**config.mk**
```make
export PLATFORM = sky130hd
export DESIGN_NAME = mult_div_unit
export DESIGN_NICKNAME = d
export VERILOG_FILES = /design/src/rtl/mult_div_unit.sv
export SDC_FILE = /design/constraint.sdc
export NUM_CORES = 1
export LEC_CHECK = 0
export CORE_MARGIN = 5
export CORE_UTILIZATION = 60
export DETAILED_ROUTE_END_ITERATION = 7
export PLACE_DENSITY = 0.9
export SYNTH_ARGS = -nofsm -noshare
export SYNTH_HDL_FRONTEND = slang
export SYNTH_SLANG_ARGS = --single-unit
```
**constraint.sdc**
```tcl
create_clock -name reloj_cucu -period 6 [get_ports reloj_cucu]
set_input_delay 1.2 -clock reloj_cucu [delete_from_list [all_inputs] [get_ports reloj_cucu]]
set_output_delay 1.2 -clock reloj_cucu [all_outputs]
set_load 0.02 [all_outputs]
```
**src/rtl/mult_div_unit.sv**
```systemverilog
// Iterative multiply/divide unit: shift-add multiply and restoring divide,
// one bit per cycle, with signed variants handled by magnitude plus sign fix-up.
module mult_div_unit #(
    parameter int BUS_W = 32
) (
    input  logic             reloj_cucu,
    input  logic             reset,
    input  logic             start,
    input  logic [1:0]       op,
    input  logic [BUS_W-1:0] rs_data,
    input  logic [BUS_W-1:0] rt_data,
    output logic             busy,
    output logic             done,
    output logic [BUS_W-1:0] hi,
    output logic [BUS_W-1:0] lo,
    output logic             div_by_zero
);

    localparam int CNT_W = $clog2(BUS_W);
    localparam logic [CNT_W-1:0] LAST_CNT = CNT_W'(BUS_W - 1);

    typedef enum logic [1:0] {
        IDLE = 2'd0,
        RUN  = 2'd1,
        FIN  = 2'd2
    } state_t;

    state_t           state_r, state_s;
    logic [CNT_W-1:0] cnt_r;
    logic [1:0]       op_r;
    logic [BUS_W-1:0] rs_r;
    logic [BUS_W-1:0] acc_hi_r, acc_lo_r, opnd_r;
    logic             neg_lo_r, neg_hi_r, dz_pend_r;
    logic             busy_r, done_r, div_by_zero_r;
    logic [BUS_W-1:0] hi_r, lo_r;

    logic             accept_s, last_s;
    logic [BUS_W:0]   mul_sum_s, div_shift_s;
    logic [BUS_W-1:0] div_diff_s;
    logic             div_ge_s;
    logic [BUS_W-1:0] step_hi_s, step_lo_s, res_hi_s, res_lo_s;
    logic [2*BUS_W-1:0] prod_s;

    function automatic logic [BUS_W-1:0] magnitude(input logic [BUS_W-1:0] v, input logic sgn);
        if (sgn && v[BUS_W-1]) begin
            magnitude = -v;
        end else begin
            magnitude = v;
        end
    endfunction

    assign accept_s = start && (state_r != RUN);
    assign last_s   = (cnt_r == LAST_CNT);

    // FSM state register
    always_ff @(posedge reloj_cucu or negedge reset) begin
        if (!reset) begin
            state_r <= IDLE;
        end else begin
            state_r <= state_s;
        end
    end

    // FSM next-state logic
    always_comb begin
        state_s = state_r;
        case (state_r)
            IDLE: begin
                if (accept_s) state_s = RUN;
                else          state_s = IDLE;
            end
            RUN: begin
                if (last_s) state_s = FIN;
                else        state_s = RUN;
            end
            FIN: begin
                if (accept_s) state_s = RUN;
                else          state_s = IDLE;
            end
            default: state_s = IDLE;
        endcase
    end

    // One iteration step and the sign-corrected final result
    always_comb begin
        mul_sum_s   = {1'b0, acc_hi_r} + (acc_lo_r[0] ? {1'b0, opnd_r} : {(BUS_W+1){1'b0}});
        div_shift_s = {acc_hi_r, acc_lo_r[BUS_W-1]};
        div_ge_s    = (div_shift_s >= {1'b0, opnd_r});
        // When div_ge_s holds the difference is below 2^BUS_W, so the carry bit is not needed
        div_diff_s  = div_shift_s[BUS_W-1:0] - opnd_r;
        if (op_r[1]) begin
            step_hi_s = div_ge_s ? div_diff_s : div_shift_s[BUS_W-1:0];
            step_lo_s = {acc_lo_r[BUS_W-2:0], div_ge_s};
        end else begin
            step_hi_s = mul_sum_s[BUS_W:1];
            step_lo_s = {mul_sum_s[0], acc_lo_r[BUS_W-1:1]};
        end
        prod_s = {step_hi_s, step_lo_s};
        if (!op_r[1]) begin
            if (neg_lo_r) prod_s = -prod_s;
            else          prod_s = prod_s;
            res_hi_s = prod_s[2*BUS_W-1:BUS_W];
            res_lo_s = prod_s[BUS_W-1:0];
        end else if (dz_pend_r) begin
            res_hi_s = rs_r;
            res_lo_s = {BUS_W{1'b1}};
        end else begin
            res_hi_s = neg_hi_r ? -step_hi_s : step_hi_s;
            res_lo_s = neg_lo_r ? -step_lo_s : step_lo_s;
        end
    end

    // Operand latch, iteration registers and result registers
    always_ff @(posedge reloj_cucu or negedge reset) begin
        if (!reset) begin
            cnt_r         <= '0;
            op_r          <= 2'b00;
            rs_r          <= '0;
            acc_hi_r      <= '0;
            acc_lo_r      <= '0;
            opnd_r        <= '0;
            neg_lo_r      <= 1'b0;
            neg_hi_r      <= 1'b0;
            dz_pend_r     <= 1'b0;
            hi_r          <= '0;
            lo_r          <= '0;
            div_by_zero_r <= 1'b0;
        end else if (accept_s) begin
            cnt_r         <= '0;
            op_r          <= op;
            rs_r          <= rs_data;
            acc_hi_r      <= '0;
            neg_lo_r      <= op[0] && (rs_data[BUS_W-1] ^ rt_data[BUS_W-1]);
            neg_hi_r      <= op[0] && rs_data[BUS_W-1];
            dz_pend_r     <= op[1] && (rt_data == '0);
            div_by_zero_r <= 1'b0;
            // Divide keeps the dividend in acc_lo; multiply keeps the multiplier there
            if (op[1]) begin
                acc_lo_r <= magnitude(rs_data, op[0]);
                opnd_r   <= magnitude(rt_data, op[0]);
            end else begin
                acc_lo_r <= magnitude(rt_data, op[0]);
                opnd_r   <= magnitude(rs_data, op[0]);
            end
        end else if (state_r == RUN) begin
            cnt_r    <= cnt_r + CNT_W'(1);
            acc_hi_r <= step_hi_s;
            acc_lo_r <= step_lo_s;
            if (last_s) begin
                hi_r          <= res_hi_s;
                lo_r          <= res_lo_s;
                div_by_zero_r <= dz_pend_r;
            end else begin
                hi_r          <= hi_r;
                lo_r          <= lo_r;
                div_by_zero_r <= div_by_zero_r;
            end
        end else begin
            cnt_r <= cnt_r;
        end
    end

    // Registered status flags derived from the upcoming state
    always_ff @(posedge reloj_cucu or negedge reset) begin
        if (!reset) begin
            busy_r <= 1'b0;
            done_r <= 1'b0;
        end else begin
            busy_r <= (state_s == RUN);
            done_r <= (state_s == FIN);
        end
    end

    assign busy        = busy_r;
    assign done        = done_r;
    assign hi          = hi_r;
    assign lo          = lo_r;
    assign div_by_zero = div_by_zero_r;

endmodule

```
==> results_dict.tcl <==
set metrics [dict create \
    skew_ns 0.0157 \
    worst_pin_slew_ns 1.12 \
    place_inst 2661 \
    slowest_delay_ns 0.63 \
    cp-start-kind "register" \
    vias 18858 \
    grt_overflow 0 \
    multi_input_area_mm2 0.0118 \
    cts.clk_slew.worst_paths_ns 0.06 \
    drv_slew 0 \
    yosys.area.top_type "dfrtp_1" \
    synth_edf_count 0 \
    postSynthAreaPerCell_um2 7.96 \
    gp_congestion 1.03 \
    drt_wl_total_mm 69.1 \
    slew_headroom_pct 25.1 \
    grt.total_usage_pct 40.4 \
    cts_buffer_depth 3 \
    regArea_mm2 0.00516 \
    tns_ns 0 \
    grt_pass1_wl_mm 106 \
    synth_top_cell_area_share_pct 29.0 \
    cp_cell_sequence "and2_1 > ha_1 > inv_1 > fa_1 > nor2b_1 > o211ai_1 > a2111oi_4 > o31ai_1 > nor4bb_1 > nor3_1 > a32oi_1 > or3_1 > or4_4 > o21ai_1 > xnor2_1 > o22ai_1 > o22a_1" \
    pin_count 136 \
    fmax_ghz 0.174 \
    instances_no_fill 2707 \
    critPathMaxFanout 17 \
    yosys.cell_types.count 96 \
    die_x_um 182 \
    ys_ff_latch 206 \
    syn_area_mm2 0.0178 \
    dieHeight_um 182 \
    slowest_stage "dfrtp_2" \
    cts_setup_buffers 0 \
    cp.arrival_ns 6.22 \
    period_share_pct 95.7 \
    synthTopCellsByCount "282 x nand2_1, 215 x o21ai_0, 206 x dfrtp_1" \
    io_buffers 135 \
    finalSetupViolations 0 \
    rsz0062_at_grt "false" \
    cts-root-buf "clkbuf_16" \
    synth_cells 2235 \
    clock_latency_ns 0.55 \
    nFillCells 2468 \
    hold_class "reg -> reg" \
    hold_violations 0 \
    route.detailed.drc 0 \
    yosysMostFrequentCell "nand2_1" \
    htree_levels 1 \
    dpl.hpwl_mm 52.8 \
    cts_tree "done" \
    async_reset_ff_share_pct 100 \
    synth_flop_cell "dfrtp_1" \
    critPathKind "reg -> reg" \
    fin_crit_ns 5.74 \
    antenna_found_initial 5 \
    drive_above_1_share_pct 7.65 \
    detail-route-antenna-nets 0 \
    start_util_pct 60.4 \
    routed_via_density 6.97 \
    synth_warnings 0 \
    status "completed" \
    grt_start_max_net_pins 120 \
    syn_nets 2376 \
    routedWlPerCell_um 25.5 \
    drt_iter0_drc 2555 \
    rows 63 \
    cts_buffers 24 \
    die_area_mm2 0.0332 \
    ys_seq_area_share_pct 29.0 \
    grt_pass1_vias 17517 \
    cap_viol_max_count 0 \
    synth_area_leaders "dfrtp_1 29%, o21ai_0 6.0%, nand2_1 5.9%" \
    fin_nets 2438 \
    coreArea_mm2 0.0295 \
    drtPass1Iterations 6 \
    cts-hold-fix-buffers 0 \
    postCtsResizedCells 0 \
    clock_sinks 206 \
    syn_to_final_growth_pct 13.6 \
    cp-end-kind "register" \
    required_ns 6.48 \
]
-- flip-flops by register name (all words and copies together), names as in the netlist --
| register | count |
|---|---|
| acc_hi_r | 32 |
| acc_lo_r | 32 |
| hi | 32 |
| lo | 32 |
| opnd_r | 32 |
| rs_r | 32 |
| cnt_r | 5 |
| state_r | 2 |
| busy | 1 |
| div_by_zero | 1 |
| done | 1 |
| dz_pend_r | 1 |
| neg_hi_r | 1 |
| neg_lo_r | 1 |
| op_r | 1 |
-- routing by layer --
| metal | global-route usage [%] | wire, um | vias up | share of wire [%] |
|---|---|---|---|---|
| met5 | 1.48 | 140 | - | 0.20 |
| met4 | 15.8 | 3510 | 12 | 5.1 |
| li1 | - | - | 8281 | - |
| met1 | 56.0 | 26800 | 8923 | 39 |
| met2 | 60.4 | 29300 | 1409 | 42 |
| met3 | 10.7 | 9380 | 233 | 14 |
-- stage by stage --
step | hold slack [ns] | worst slack (ns) | area [um2] | util [%]
floorplan | 0.443 | 0.781 | 17800 | -
global placement | 0.464 | 0.175 | 19400 | 65.8
detailed placement | 0.473 | 0.0913 | 19400 | 65.8
CTS | 0.487 | 0.0602 | 20200 | 68.5
global route | 0.505 | 0.161 | 20200 | 68.6
finish | 0.480 | 0.258 | 20200 | 68.6
-- critical path: cells and delay by family, from the launching register on --
kind / cells / cell delay (ns)
compound gates: 7 / 2.08
buf+inv: 1 / 0.09
flops: 1 / 0.63
xor+xnor: 1 / 0.08
fa+ha+maj: 2 / 0.64
simple gates: 6 / 2.17
-- cells by family (layout without fill, tap and decap cells) --
group,Yosys count,in the layout,share of synthesized area [%]
AO/OA/AOI/OAI,746,746,27.7
AND/OR/NAND/NOR,742,742,20.0
buffers and inverters,216,296,4.93
flip-flops,206,206,29.0
XOR/XNOR,176,176,8.66
multiplexers,77,77,4.59
adder cells (fa/ha/maj),72,72,5.15
other,0,2,0
-- layout make-up --
cell class	instances	share of cell area, %
Antenna cell	2	0.0248
Clock buffer	30	3.28
Clock inverter	14	0.743
Inverter	71	1.32
Multi-Input combinational cell	1813	58.3
Sequential cell	206	25.5
Tap cell	390	2.41
Timing Repair Buffer	181	8.40
-- worst paths after layout --
kind	start	endpoint	slack (ns)	cells past startpoint
setup / recovery	acc_lo_r[0]	hi[27]	0.26	17
hold / removal	hi[2]	hi[2]	0.48	2
setup reg to reg	acc_lo_r[0]	hi[27]	0.26	17
hold reg to reg	hi[2]	hi[2]	0.48	2
max in group asynchronous	reset	dz_pend_r	4.06	2
min in group asynchronous	reset	cnt_r[3]	0.73	1
-- cells in the final DEF, fill, tap and decap left out, types with 6 or more instances in the layout --
master           Yosys  routed
a21oi_1            162     162
mux2_2              37      37
nand2_1            282     281
nand4_1             26      26
nor2_1             146     146
a211oi_1            53      53
o41ai_1              9       9
buf_4                5      47
o21ai_0            215     215
o22ai_1              9       9
and3_1              17      17
o21ai_1             10      10
nor4_1              11      11
o22a_1              33      33
nor3_1              45      45
nand3_1             56      56
xor2_1              81      81
clkdlybuf4s50_1      0     133
dfrtp_1            206     204
clkbuf_16            0      24
o2111ai_1            7       7
or2_2                6       6
o211ai_1            32      32
o21a_1              14      14
o21bai_1             7       7
xnor2_1             95      95
inv_1               70      69
a31oi_1             29      29
nand2b_1            15      15
o31ai_1             42      42
a21oi_2              6       6
or3_1               21      21
ha_1                70      70
a311oi_1             7       7
or4_1               17      17
a21o_1              30      30
nor2b_1             26      25
mux2i_1             40      40
a31o_2               6       6
and2_1              42      42
Power is left out: the tool's default activity adds up to more than one toggle a clock period on the data nets, which glitch-free logic cannot reach.
==> RTL edit (same flow settings) <==
`BUS_W`: 32 -> 16.
--- a/src/rtl/mult_div_unit.sv
+++ b/src/rtl/mult_div_unit.sv
@@ -1,7 +1,7 @@
 // Iterative multiply/divide unit: shift-add multiply and restoring divide,
 // one bit per cycle, with signed variants handled by magnitude plus sign fix-up.
 module mult_div_unit #(
-    parameter int BUS_W = 32
+    parameter int BUS_W = 16
 ) (
     input  logic             reloj_cucu,
     input  logic             reset,
Ports: changed (resized hi, lo, rs_data and rt_data); port bits go from 136 to 72. The function was not compared with the original's and may differ.
==> RTL edit against the original RTL <==
- design area decreased by 51%
- routed wire length decreased by 60%
- highest routed layer is now met4
- critical endpoint is now hi[14]$_DFFE_PN0P_
- critical path depth shrank 1
- global-route usage fell by 9.2 points
- cell count decreased by 53%
- worst setup slack better by 0.96 ns
- synthesized area down 51%
- sequential cell count shrank 97
- clock skew down 0.0062 ns
==> RTL edit: results (changes against the original RTL) <==
** Place
- Post-detail-place hpwl :: 19900 um (-62%)
- Number of buffers added on ports :: 71 (-47%)

** Worst setup path
- The data arrival time of the worst path came to 5.04 ns (-1.18 ns).
- Grouping stages by cell kind, the critical path spends the most delay in compound AO/OA/AOI/OAI gates.
- The largest incremental delay on the critical path was 0.90 ns (+0.27 ns).
- Top fanout value on the critical path :: 12 (-5)

** Routing
- Length of the first detailed-routing pass in iterations :: 7 (+1)
- Avg Vias per Cell :: 6.83 (-2.0%)
- Wirelength per Cell :: 21.5 um (-16%)

** Logic synthesis
- In the post-synthesis netlist, the biggest area contributors are sky130_fd_sc_hd__dfrtp_1 31%, sky130_fd_sc_hd__nand2_1 5.4%, sky130_fd_sc_hd__ha_1 5.3%, sky130_fd_sc_hd__o21ai_0 5.2%, sky130_fd_sc_hd__xnor2_1 4.1%.
- Post-synthesis sequential area ratio :: 0.310 (+0.0203)
- The number of library cell types mapped by synthesis was 80 (-17%).

** Final layout
- Multi-input gates :: 842 (-54%)
- The number of nets in the finished design was 1167 (-52%).
- The final antenna diode count was 0 (-2).
- Multi-input gate share of total cell area :: 0.573 (-0.0105)
- The area occupied by registers is 2730 um^2 (-47%).
- Seq cells :: 109 (-47%)
- The count of inverters not on the clock network in the layout was 47 (-34%).

** Global routing
- The total global-route track usage came to 0.311 (-0.0924).
- Number of global-route vias before repair :: 8519 (-51%)
- The maximum number of pins on one net before global-route repair was 83 (-31%).

** CTS
- The insertion delay of the later-clocked pin in the worst-skew pair is 0.37 ns (-0.18 ns).
- Clock-pin slew on the worst setup and hold paths :: 0.08 ns (+0.02 ns)
- Clock tree buffer depth :: 2 (-1)
- CTS H-tree lvls :: 3 (+2)

** Outcome
- Result of the run :: complete, no violations
==> RTL edit: final timing paths <==
check	slack, ns	endpoint	from	cells after the start
worst max register to register	1.22	hi[14]$_DFFE_PN0P_	acc_hi_r[9]$_DFFE_PN0P_	16
worst min register to register	0.49	hi[7]$_DFFE_PN0P_	hi[7]$_DFFE_PN0P_	2
worst min-delay path	0.49	hi[7]$_DFFE_PN0P_	hi[7]$_DFFE_PN0P_	2
max in group asynchronous	3.94	hi[6]$_DFFE_PN0P_	reset	2
min in group asynchronous	1.02	lo[14]$_DFFE_PN0P_	reset	1
worst max-delay path	1.22	hi[14]$_DFFE_PN0P_	acc_hi_r[9]$_DFFE_PN0P_	16
==> RTL edit: cells by family (layout without fill, tap and decap cells) <==
family,Yosys count,in the layout
buffers and inverters,109,145
flip-flops,109,109
multiplexers,46,46
XOR/XNOR,80,80
adder cells (fa/ha/maj),39,39
AND/OR/NAND/NOR,337,337
AO/OA/AOI/OAI,340,340
==> RTL edit: routing by layer <==
layer  global-route usage  vias to the layer above  routed length (um)
met3               0.0631                      149                2560
met4                0.187                        0                1900
met5                    0                        -                   0
li1                     -                     3913                   -
met2                0.497                      584               12700
met1                0.389                     4093               10400
==> RTL edit: per-stage QoR <==
stage,cell area [um^2],std cells,setup slack [ns]
global placement,9580,1264,1.63
global route,9880,1280,0.996
CTS,9880,1280,1.41
floorplan,8800,1060,2.11
finish,9880,1280,1.22
detailed placement,9580,1264,1.44
==> RTL edit: power by group through the flow <==
stage | sequential [mW] | combinational [mW] | clock (mW)
2_1_floorplan | 1.44 | 3.54 | 0
3_3_place_gp | 1.48 | 4.59 | 0
3_5_place_dp | 1.50 | 4.73 | 0
4_1_cts | 1.49 | 4.79 | 0.607
5_1_grt | 1.55 | 5.33 | 0.633
6_report | 1.52 | 4.90 | 0.608
